### src/rtl/serial_sub_ctrl_if.sv
// rtl/serial_sub_ctrl_if.sv - request/result bundle for the bit-serial subtractor
interface serial_sub_ctrl_if #(
    parameter int WIDTH = 8
);
    logic             start;
    logic [WIDTH-1:0] a;
    logic [WIDTH-1:0] b;
    logic             bIn;
    logic             ready;
    logic             busy;
    logic             done;
    logic [WIDTH-1:0] diff;
    logic             bOut;

    modport master (
        output start, a, b, bIn,
        input  ready, busy, done, diff, bOut
    );

    modport slave (
        input  start, a, b, bIn,
        output ready, busy, done, diff, bOut
    );
endinterface

### src/rtl/serial_sub_ctrl.sv
// rtl/serial_sub_ctrl.sv - bit-serial WIDTH-bit subtractor built around one full-subtractor cell
module full_subtractor (
    input  logic [1:0] ip,
    input  logic       bIn,
    output logic       diff,
    output logic       bOut
);
    // ip[1] is the minuend bit; it selects which borrow equation applies
    assign diff = ip[1] ^ ip[0] ^ bIn;
    assign bOut = ip[1] ? (ip[0] & bIn) : (ip[0] | bIn);
endmodule

module serial_sub_ctrl #(
    parameter int WIDTH = 8
) (
    input  logic               clk,
    input  logic               rst_n,
    serial_sub_ctrl_if.slave   bus
);
    localparam int CNT_W = (WIDTH > 1) ? $clog2(WIDTH) : 1;
    localparam logic [CNT_W-1:0] LAST = CNT_W'(WIDTH - 1);

    typedef enum logic [1:0] {
        S_IDLE,
        S_RUN,
        S_DONE
    } state_t;

    state_t           state_q, state_d;
    logic [WIDTH-1:0] a_sh_q, a_sh_d;
    logic [WIDTH-1:0] b_sh_q, b_sh_d;
    logic [WIDTH-1:0] d_sh_q, d_sh_d;
    logic [WIDTH-1:0] diff_q, diff_d;
    logic [CNT_W-1:0] cnt_q, cnt_d;
    logic             brw_q, brw_d;
    logic             bout_q, bout_d;

    logic             cell_diff;
    logic             cell_bout;
    logic [WIDTH-1:0] d_sh_shift;

    full_subtractor u_cell (
        .ip   ({a_sh_q[0], b_sh_q[0]}),
        .bIn  (brw_q),
        .diff (cell_diff),
        .bOut (cell_bout)
    );

    // Result bits enter at the MSB so the LSB-first stream lands in place after WIDTH shifts
    always_comb begin
        d_sh_shift            = d_sh_q >> 1;
        d_sh_shift[WIDTH-1]   = cell_diff;
    end

    always_comb begin
        state_d = state_q;
        a_sh_d  = a_sh_q;
        b_sh_d  = b_sh_q;
        d_sh_d  = d_sh_q;
        diff_d  = diff_q;
        cnt_d   = cnt_q;
        brw_d   = brw_q;
        bout_d  = bout_q;
        case (state_q)
            S_IDLE: begin
                if (bus.start) begin
                    a_sh_d  = bus.a;
                    b_sh_d  = bus.b;
                    brw_d   = bus.bIn;
                    cnt_d   = '0;
                    state_d = S_RUN;
                end
            end
            S_RUN: begin
                d_sh_d = d_sh_shift;
                brw_d  = cell_bout;
                a_sh_d = a_sh_q >> 1;
                b_sh_d = b_sh_q >> 1;
                cnt_d  = cnt_q + 1'b1;
                if (cnt_q == LAST) begin
                    diff_d  = d_sh_shift;
                    bout_d  = cell_bout;
                    state_d = S_DONE;
                end
            end
            S_DONE: begin
                state_d = S_IDLE;
            end
            default: begin
                state_d = S_IDLE;
            end
        endcase
    end

    always_ff @(posedge clk or negedge rst_n) begin
        if (!rst_n) begin
            state_q <= S_IDLE;
            a_sh_q  <= '0;
            b_sh_q  <= '0;
            d_sh_q  <= '0;
            diff_q  <= '0;
            cnt_q   <= '0;
            brw_q   <= 1'b0;
            bout_q  <= 1'b0;
        end else begin
            state_q <= state_d;
            a_sh_q  <= a_sh_d;
            b_sh_q  <= b_sh_d;
            d_sh_q  <= d_sh_d;
            diff_q  <= diff_d;
            cnt_q   <= cnt_d;
            brw_q   <= brw_d;
            bout_q  <= bout_d;
        end
    end

    assign bus.ready = (state_q == S_IDLE);
    assign bus.busy  = (state_q == S_RUN);
    assign bus.done  = (state_q == S_DONE);
    assign bus.diff  = diff_q;
    assign bus.bOut  = bout_q;
endmodule

### src/flat_wrapper.sv
// flat-port wrapper written by rule: the top's interface ports become plain ports
module serial_sub_ctrl_flat 
#(
    parameter int WIDTH = 8
)
  (clk, rst_n, bus_start, bus_a, bus_b, bus_bIn, bus_ready, bus_busy, bus_done, bus_diff, bus_bOut);
  serial_sub_ctrl_if #(.WIDTH(WIDTH)) bus_i ();
  input  logic clk;
  input  logic rst_n;
  input wire logic [$bits(bus_i.start)-1:0] bus_start;
  input wire logic [$bits(bus_i.a)-1:0] bus_a;
  input wire logic [$bits(bus_i.b)-1:0] bus_b;
  input wire logic [$bits(bus_i.bIn)-1:0] bus_bIn;
  output wire logic [$bits(bus_i.ready)-1:0] bus_ready;
  output wire logic [$bits(bus_i.busy)-1:0] bus_busy;
  output wire logic [$bits(bus_i.done)-1:0] bus_done;
  output wire logic [$bits(bus_i.diff)-1:0] bus_diff;
  output wire logic [$bits(bus_i.bOut)-1:0] bus_bOut;
  assign bus_i.start = bus_start;
  assign bus_i.a = bus_a;
  assign bus_i.b = bus_b;
  assign bus_i.bIn = bus_bIn;
  assign bus_ready = bus_i.ready;
  assign bus_busy = bus_i.busy;
  assign bus_done = bus_i.done;
  assign bus_diff = bus_i.diff;
  assign bus_bOut = bus_i.bOut;
  serial_sub_ctrl #(.WIDTH(WIDTH)) u_core (.clk(clk), .rst_n(rst_n), .bus(bus_i));
endmodule
### config.mk
export PLATFORM = sky130hd
export DESIGN_NAME = serial_sub_ctrl_flat
export DESIGN_NICKNAME = d
export VERILOG_FILES = /design/src/rtl/serial_sub_ctrl_if.sv /design/src/rtl/serial_sub_ctrl.sv /design/src/flat_wrapper.sv
export SDC_FILE = /design/constraint.sdc
export NUM_CORES = 1
export LEC_CHECK = 0
export ABC_AREA = 1
export CAP_MARGIN = 20
export CORE_MARGIN = 3
export CORE_UTILIZATION = 41
export DETAILED_ROUTE_END_ITERATION = 16
export PLACE_DENSITY = 0.65
export REMOVE_ABC_BUFFERS = 1
export SYNTH_ARGS = -nofsm -noshare
export SYNTH_HDL_FRONTEND = slang
export SYNTH_SLANG_ARGS = --single-unit
### constraint.sdc
create_clock -name clk -period 1.65 [get_ports clk]
set_clock_uncertainty 0.15 [all_clocks]
set_input_delay 0.2475 -clock clk [delete_from_list [all_inputs] [get_ports clk]]
set_output_delay 0.2475 -clock clk [all_outputs]
set_load 0.01 [all_outputs]
### After elaboration in Yosys (flattened, before gate mapping)

Cells that the tools add are included.

* output and inout bits: 12
* bits of input ports: 20
* memories: 0
* bits in latches: 0
* word-level logic and storage cells: 35
* register bits after elaboration: 39
* RAM bits: 0
* ROM bits: 0

* div/mod/pow operators: 0
* equality and inequality tests: 5
* $mul: 0
* order comparisons: 0
* shifts and indexed selects: 0
* reduce and logical (&&, ||, !) cells: 5
* add/subtract/negate cells: 1
* muxes and demuxes: 12
* bitwise logic cells: 4

Operators by type and width (count)
* case mux 8 bit (2 select lines): 2
* two-way mux 8 bit: 2
* case mux 3 bit (2 select lines): 1
* AND reduction 2 bit: 3
* two-way mux 2 bit: 2
* case mux 2 bit (2 select lines): 1
* adder 3 x 1 -> 3 bit, second input constant: 1
* equality test 3 bit, second input constant: 1
* two-way mux 3 bit: 1
* equality test 2 x 1 -> 1 bit, second input constant: 1
* equality test 2 bit, second input constant: 1
* logical NOT 2 bit: 1
* two-way mux 1 bit: 2
* inequality test 2 x 1 -> 1 bit, second input constant: 1
* inequality test 2 bit, second input constant: 1
* case mux 1 bit (2 select lines): 1
* nonzero test 2 bit: 1
* bitwise XOR 1 bit: 2
* AND 1 bit: 1
* OR 1 bit: 1

### Logic depth before layout (Yosys ltp)

* depth after elaboration: 3
* gate-level depth with buffers: 8
* depth with buffers taken out: 7

### By module

From an unflattened synthesis, not the netlist that was laid out.

* cells, all modules: 226
* area, all modules: 1829.3 sq um

Modules (own cells, without submodules)
* serial_sub_ctrl: cells an instance 216, area an instance 1778.0 sq um, instances 1
* full_subtractor: cells an instance 10, area an instance 51.3 sq um, instances 1

### Worst setup path after synthesis

Ideal clock, no wire load.

* path type: register -> register
* start: reg u_core.cnt_q[0]
* end: reg u_core.diff_q[5] (netlist: u_core.bus.diff[5])
* cell stages (with the launch flop): 9
* setup slack: 0.159 ns
* clock period less this slack: 1.491 ns
* arrival: 1.267 ns
* path through: dfrtp_1 -> ha_1 -> ha_1 -> inv_1 -> nor2_8 -> inv_2 -> buf_6 -> nand2_1 -> o21ai_2

* longest elaborated chain between the ends: 2

Ends and longest elaborated chain
* start: declaration: line serial_sub_ctrl.sv:34 `logic [CNT_W-1:0] cnt_q, cnt_d;`
* start signal: assignment: line serial_sub_ctrl.sv:111 `cnt_q <= cnt_d;`
* equality test 3 bit: line serial_sub_ctrl.sv:80 `if (cnt_q == LAST) begin`
* AND reduction 2 bit (no line)
* end signal: assignment: line serial_sub_ctrl.sv:110 `diff_q <= diff_d;`
* end: declaration: line serial_sub_ctrl.sv:33 `logic [WIDTH-1:0] diff_q, diff_d;`

No other way between the ends.
A chain may end at the register's enable or synchronous reset.

### Worst setup path after layout

* start: reg u_core.state_q[1]
* end: out bus_busy

* longest elaborated chain between the ends: 1

Ends and longest elaborated chain
* start: declaration: line serial_sub_ctrl.sv:29 `state_t state_q, state_d;`
* start signal: assignment: line serial_sub_ctrl.sv:106 `state_q <= state_d;`
* equality test 2 x 1 -> 1 bit: line serial_sub_ctrl.sv:118 `assign bus.busy = (state_q == S_RUN);`
* end: declaration: line flat_wrapper.sv:15 `output wire logic [$bits(bus_i.busy)-1:0] bus_busy;`

No other way between the ends.

==> metrics.yaml <==
logic_synthesis:
  yosys.area_share.simple: 0.297
  yosys_warnings: 0
  synth_cells: 212
  yosysSeqAreaShare: 0.550
  synth-xor-area-share: 0
  synthAdderAreaFrac: 0.0145
  syn-mean-instance-area_um2: 8.15
  syn_area_um2: 1730
  synth_compound_gate_area_share: 0.0746
  synth_top_family_by_area: "simple AND/OR/NAND/NOR gates"
  synth-seq-cells: 38
  muxShareOfSynthArea: 0
  synth.distinct_cells: 15
timing:
  rsz0062_at_grt: "no"
  max_freq_mhz: 630
  post-route-period-util: 0.962
  fin_setup_tns_ns: 0
  finalHoldViolations: 0
  setup_viol: 0
  fin_crit_ns: 1.59
  hold_slack_ns: 0.324
  slew_violations: 0
  maxSlewHeadroom: 0.674
  tightest_slew_ns: 0.488
clock_tree:
  path_clk_slew_ns: 0.07
  clock-root-buffer: "clkbuf_8"
  clkLatencyLatePin_ns: 0.29
  h-tree-depth: 2
  cts_tree: "done"
  clockBufferDepth: 2
  cts_buffers: 5
  post_cts_buffers: 0
  clkSinkCount: 38
final_layout:
  seqCellArea_um2: 952
  final_common_cell: "nand2_1"
  fin_cells: 297
  final_nets: 271
  num_antenna_cells: 0
  fill_cells: 404
  final_cell_mix: "nand2_1 (121), dfrtp_1 (37), clkdlybuf4s50_1 (27)"
  drive_gt1_frac: 0.100
  multi_input_area_um2: 667
  area_delta_synth_final_pct: 26.4
floorplanning:
  fp-row-count: 22
  core_area_um2: 3850
  die_width_um: 70.9
  die_h_um: 70.9
  io_pins: 32
  dieArea_um2: 5030
  initial_core_util: 0.448
critical_path:
  crit_type: "reg -> out"
  cp.required_ns: 1.25
  crit_chain: "inv_2 -> nand2_4 -> inv_2 -> dlygate4sd2_1"
  crit_slowest_cell: "dfrtp_1"
  cp_top_family: "buffers and inverters"
  startpoint_type: "flip-flop"
  crit_fanout: 3
  cp-end-kind: "output port"
  cpPeakStageDelay_ns: 0.39
  cp_data_arrival_time_ns: 1.19
  cpMostUsedCell: "inv_2"
  worst-path-buf-inv: 3
placed_design:
  place_inst: 289
  place.port_buffers: 31
  gp_congestion: 0.704
  dpl.hpwl_mm: 2.20
grt:
  grt_max_degree: 39
  grt_pass1_wl_mm: 5.89
  globalRoute.totalOverflow: 0
  antenna_found_initial: 0
  grt_usage: 0.150
  grt_pass1_vias: 1326
route:
  met3_length_um: 228
  antenna_left: 0
  wire_per_inst_um: 11.0
  dr.first_iter.drc_count: 53
  drcViolationCount: 0
  top_layer: "met4"
  wl_met2_mm: 1.50
  firstDrtPassIters: 4
  vias_per_cell: 4.68
  dr_total_vias: 1390
  routed_wl_mm: 3.27
  wl_met1_mm: 1.51
run_status:
  status: "complete, no violations"
worst_hold_path:
  holdCritPathClass: "reg -> reg"
power:
  ir_drop_v: 0.000692
  powerDensity_nw_per_um2: 1740
  power.leakage_uw: 0.00114
flow_run:
  drv_cap: 0
cells in the mapped netlist:
library cell	number	area share
dfrtp_1	38	0.55
nor2_8	1	0.012
nand3_1	4	0.012
clkbuf_1	1	0.0022
inv_1	13	0.028
o21ai_4	1	0.0094
ha_1	2	0.014
buf_6	2	0.013
nand2_1	121	0.26
inv_2	4	0.0087
buf_2	4	0.012
nor2_1	2	0.0043
o21ai_2	6	0.030
nand2_4	1	0.0065
o21ai_0	12	0.035
worst reg2reg max path: cells and delay by family, from the launching register on:
| kind | cells | cell delay [ns] |
|---|---|---|
| DFF | 1 | 0.40 |
| AOI/OAI and AO/OA | 1 | 0.06 |
| adders and majority gates | 2 | 0.39 |
| and+or+nand+nor | 2 | 0.16 |
| buffers and inverters | 2 | 0.29 |
kinds of logic (layout without fill, tap and decap cells):
family	count (synthesis)	count (layout)
fa+ha+maj	2	2
buf+inv	24	61
compound gates	19	19
flops	38	38
simple gates	129	129
through the flow:
| step | total power [uW] | instance area [um^2] | setup WS, ns | util |
|---|---|---|---|---|
| final | 3800 | 2180 | 0.0626 | 0.567 |
| after detailed placement | 3260 | 2100 | 0.0461 | 0.544 |
| after floorplan | 2580 | 1680 | 0.157 | - |
| after global routing | 4180 | 2180 | 0.0127 | 0.567 |
| after CTS | 3860 | 2180 | 0.0288 | 0.566 |
| after global placement | 3220 | 2100 | 0.0670 | 0.544 |
final cells by class:
type,count,area share
tap,48,0.0275
inverter,17,0.0304
timing repair buffer,37,0.166
clock buffer,7,0.0350
multi-input combinational,150,0.305
sequential,38,0.436
flip-flops by register name (all words and copies together) (netlist names):
register / count
u_core.a_sh_q: 8
u_core.b_sh_q: 8
u_core.brw_q: 1
u_core.bus.bOut: 1
u_core.bus.diff: 8
u_core.cnt_q: 3
u_core.d_sh_q: 7
u_core.state_q: 2
worst paths after layout:
check,slack (ns),endpoint,cells after the start,start
setup / recovery,0.06,bus_busy,4,u_core.state_q[1]$_DFFE_PN0P_
hold / removal,0.32,u_core.bus.diff[0]$_DFFE_PN0P_,2,u_core.d_sh_q[1]$_DFFE_PN0P_
setup reg to reg,0.14,u_core.bus.diff[4]$_DFFE_PN0P_,7,u_core.cnt_q[0]$_DFFE_PN0P_
hold reg to reg,0.32,u_core.bus.diff[0]$_DFFE_PN0P_,2,u_core.d_sh_q[1]$_DFFE_PN0P_
max in group asynchronous,0.59,u_core.state_q[0]$_DFFE_PN0P_,3,rst_n
min in group asynchronous,0.38,u_core.bus.diff[0]$_DFFE_PN0P_,3,rst_n
report_power, final:
part           leakage [uW]  internal, uW  switching (uW)
combinational      0.000618           701             942
clock             0.0000383           291             302
sequential         0.000480          1340             222
what timing repair did:
item,4_1_cts,5_1_grt
resized for setup,4,2
setup endpoints to repair,3,9
hold buffers,1,0
hold endpoints to repair,38,0
routing by layer:
metal / vias to the layer above / track usage
met5: - / 0
met4: 0 / 0.0564
met3: 4 / 0.0568
met2: 43 / 0.245
met1: 628 / 0.180
li1: 715 / -
Note: power is estimated with default switching activity, not from simulation.
==> edit: new RTL, config.mk and constraints unchanged <==
`b_sh_q` no longer has a reset.
--- a/src/rtl/serial_sub_ctrl.sv
+++ b/src/rtl/serial_sub_ctrl.sv
@@ -98,3 +98,2 @@
             a_sh_q  <= '0;
-            b_sh_q  <= '0;
             d_sh_q  <= '0;
@@ -107,3 +106,2 @@
             a_sh_q  <= a_sh_d;
-            b_sh_q  <= b_sh_d;
             d_sh_q  <= d_sh_d;
@@ -114,2 +112,6 @@
         end
+    end
+
+    always_ff @(posedge clk) begin
+        b_sh_q <= b_sh_d;
     end
Behaviour: same outputs for any inputs over 10 cycles, from zero or initial values and one cycle with rst_n low; that may be too few to reach the edited logic, so the function may still have changed.
==> edit against the original RTL <==
  * Worst setup slack better by 0.017 ns
  * Sequential cell count stayed put
  * Wire length is 8.7% lower
  * First-iteration DRC count is 75% higher
  * Utilization is 0.52 points higher
  * Clock power is 5.7% higher
  * Design area is 0.52% lower
  * Power is 0.28% higher
  * Final cell count is 8.1% lower
  * Highest routed layer unchanged
  * Synthesized cell count is 14% lower
  * Synthesized area is 2.6% lower
  * Largest power group is now registers
  * Sequential share of layout area is 2.0 points higher
  * Worst hold slack worse by 0.12 ns
  * Largest cell class unchanged
==> edit: results (changes against the original RTL) <==
- Drt initial violations: 93 (+75%)
- Switching Share: 0.356 (-0.0306)
- GP Congestion: 0.732 (+4.0%)
- Global-route wire length before repair: 5460 um (-7.3%)
- Largest net degree at the start of global routing: 31 (-21%)
- Synth area leaders: dfrtp_1 45%, nand2_1 18%, edfxtp_1 14%
- Final std cells w/o fill: 273 (-8.1%)
- Most frequent cells after synthesis: 80 x nand2_1, 30 x dfrtp_1, 20 x inv_1
- Netlist cell types: 19 (+4)
- Crit path max-delay cell type: clkdlybuf4s50_1
- Worst R2R End: u_core.bus.diff[2]
- Ys async rst share: 0.789 (-0.211)
- Crit path to: bus_diff[0]
- Sequential fraction of the synthesis area: 0.589 (+0.0385)
- LEAKAGE: 1.08 nW (-4.8%)
- Worst vdd ir: 0.000886 V (+28%)
- Crit. Startpoint: u_core.bus.diff[0]
- Hold slack: 0.206 ns (-0.119 ns)
- Critical path arrival: 1.17 ns (-0.02 ns)
- Share of cells above drive strength 1: 0.129 (+0.0285)
- Placed Cells: 264 (-8.7%)
- WL final: 2990 um (-8.7%)
- EDFF count, synth: 8 (+8)
- Slew @ Worst Pin: 0.378 ns (-0.111 ns)
- Synth Area per Inst: 9.20 um2 (+13%)
- Setup WS pre-CTS: 0.0405 ns (-0.00557 ns)
- Vias in the first global route: 1,252 (-5.6%)
- Status: complete, no violations
- Compound-cell area share of the yosys netlist: 0.0862 (+0.0117)
- Via density per instance: 4.65 (-0.60%)
- Fin nets: 247 (-8.9%)
- Flop2flop setup slack: 0.16 ns (+0.02 ns)
- Worst Hold Class: primary input to asynchronous set/reset pin
- Crit Path Max Fanout: 2 (-1)
- Dpl hpwl: 2130 um (-2.8%)
- Tot GR Track Use: 0.139 (-0.0107)
==> edit: cell count changes after synthesis, sizes merged, moves of 2 or more <==
cell and change:
nand2 -38, dfrtp -8, edfxtp +8, o211ai +7, o21ai -7, inv +5, a21oi +2, nor2 +2
==> edit: power groups by stage <==
stage	combinational [mW]	sequential (mW)	clock [mW]
2_1_floorplan	0.889	1.67	0
3_3_place_gp	1.49	1.65	0
3_5_place_dp	1.54	1.67	0
4_1_cts	1.53	1.66	0.645
5_1_grt	1.76	1.71	0.690
6_report	1.52	1.66	0.627
==> edit: final cells by class <==
type                    instances  share of cell area
clock buffers                   7              0.0397
inverters                      22              0.0392
multi-input cells             118               0.259
flip-flops and latches         38               0.456
well taps                      48              0.0276
repair buffers                 40               0.178
==> edit: worst min path at each step <==
stage,cells past startpoint,from,endpoint
6_report,2,rst_n,u_core.bus.diff[4]
5_1_grt,2,rst_n,u_core.bus.diff[4]
4_1_cts,2,rst_n,u_core.state_q[1]
3_5_place_dp,2,u_core.bus.diff[1],u_core.bus.diff[1]
3_3_place_gp,2,u_core.a_sh_q[7],u_core.a_sh_q[7]
2_1_floorplan,0,rst_n,u_core.a_sh_q[0]
==> edit: per-stage QoR <==
stage | instance area, um2 | power (mW)
final | 2170 | 3.81
after floorplan | 1640 | 2.56
after CTS | 2160 | 3.84
after global routing | 2170 | 4.16
after detailed placement | 2070 | 3.21
after global placement | 2070 | 3.14
==> edit: metal layers <==
layer / part of all wire / track usage / wire [um]
met5: 0 / 0 / 0
met4: 0.0037 / 0.0702 / 11
met3: 0.062 / 0.0374 / 184
met2: 0.46 / 0.207 / 1360
met1: 0.48 / 0.187 / 1430
==> edit: what timing repair did <==
item / 4_1_cts / 5_1_grt
endpoints found under the setup margin: 3 / 9
gates resized for setup: 4 / 2
hold buffers: 0 / 0
setup buffers: 1 / 1
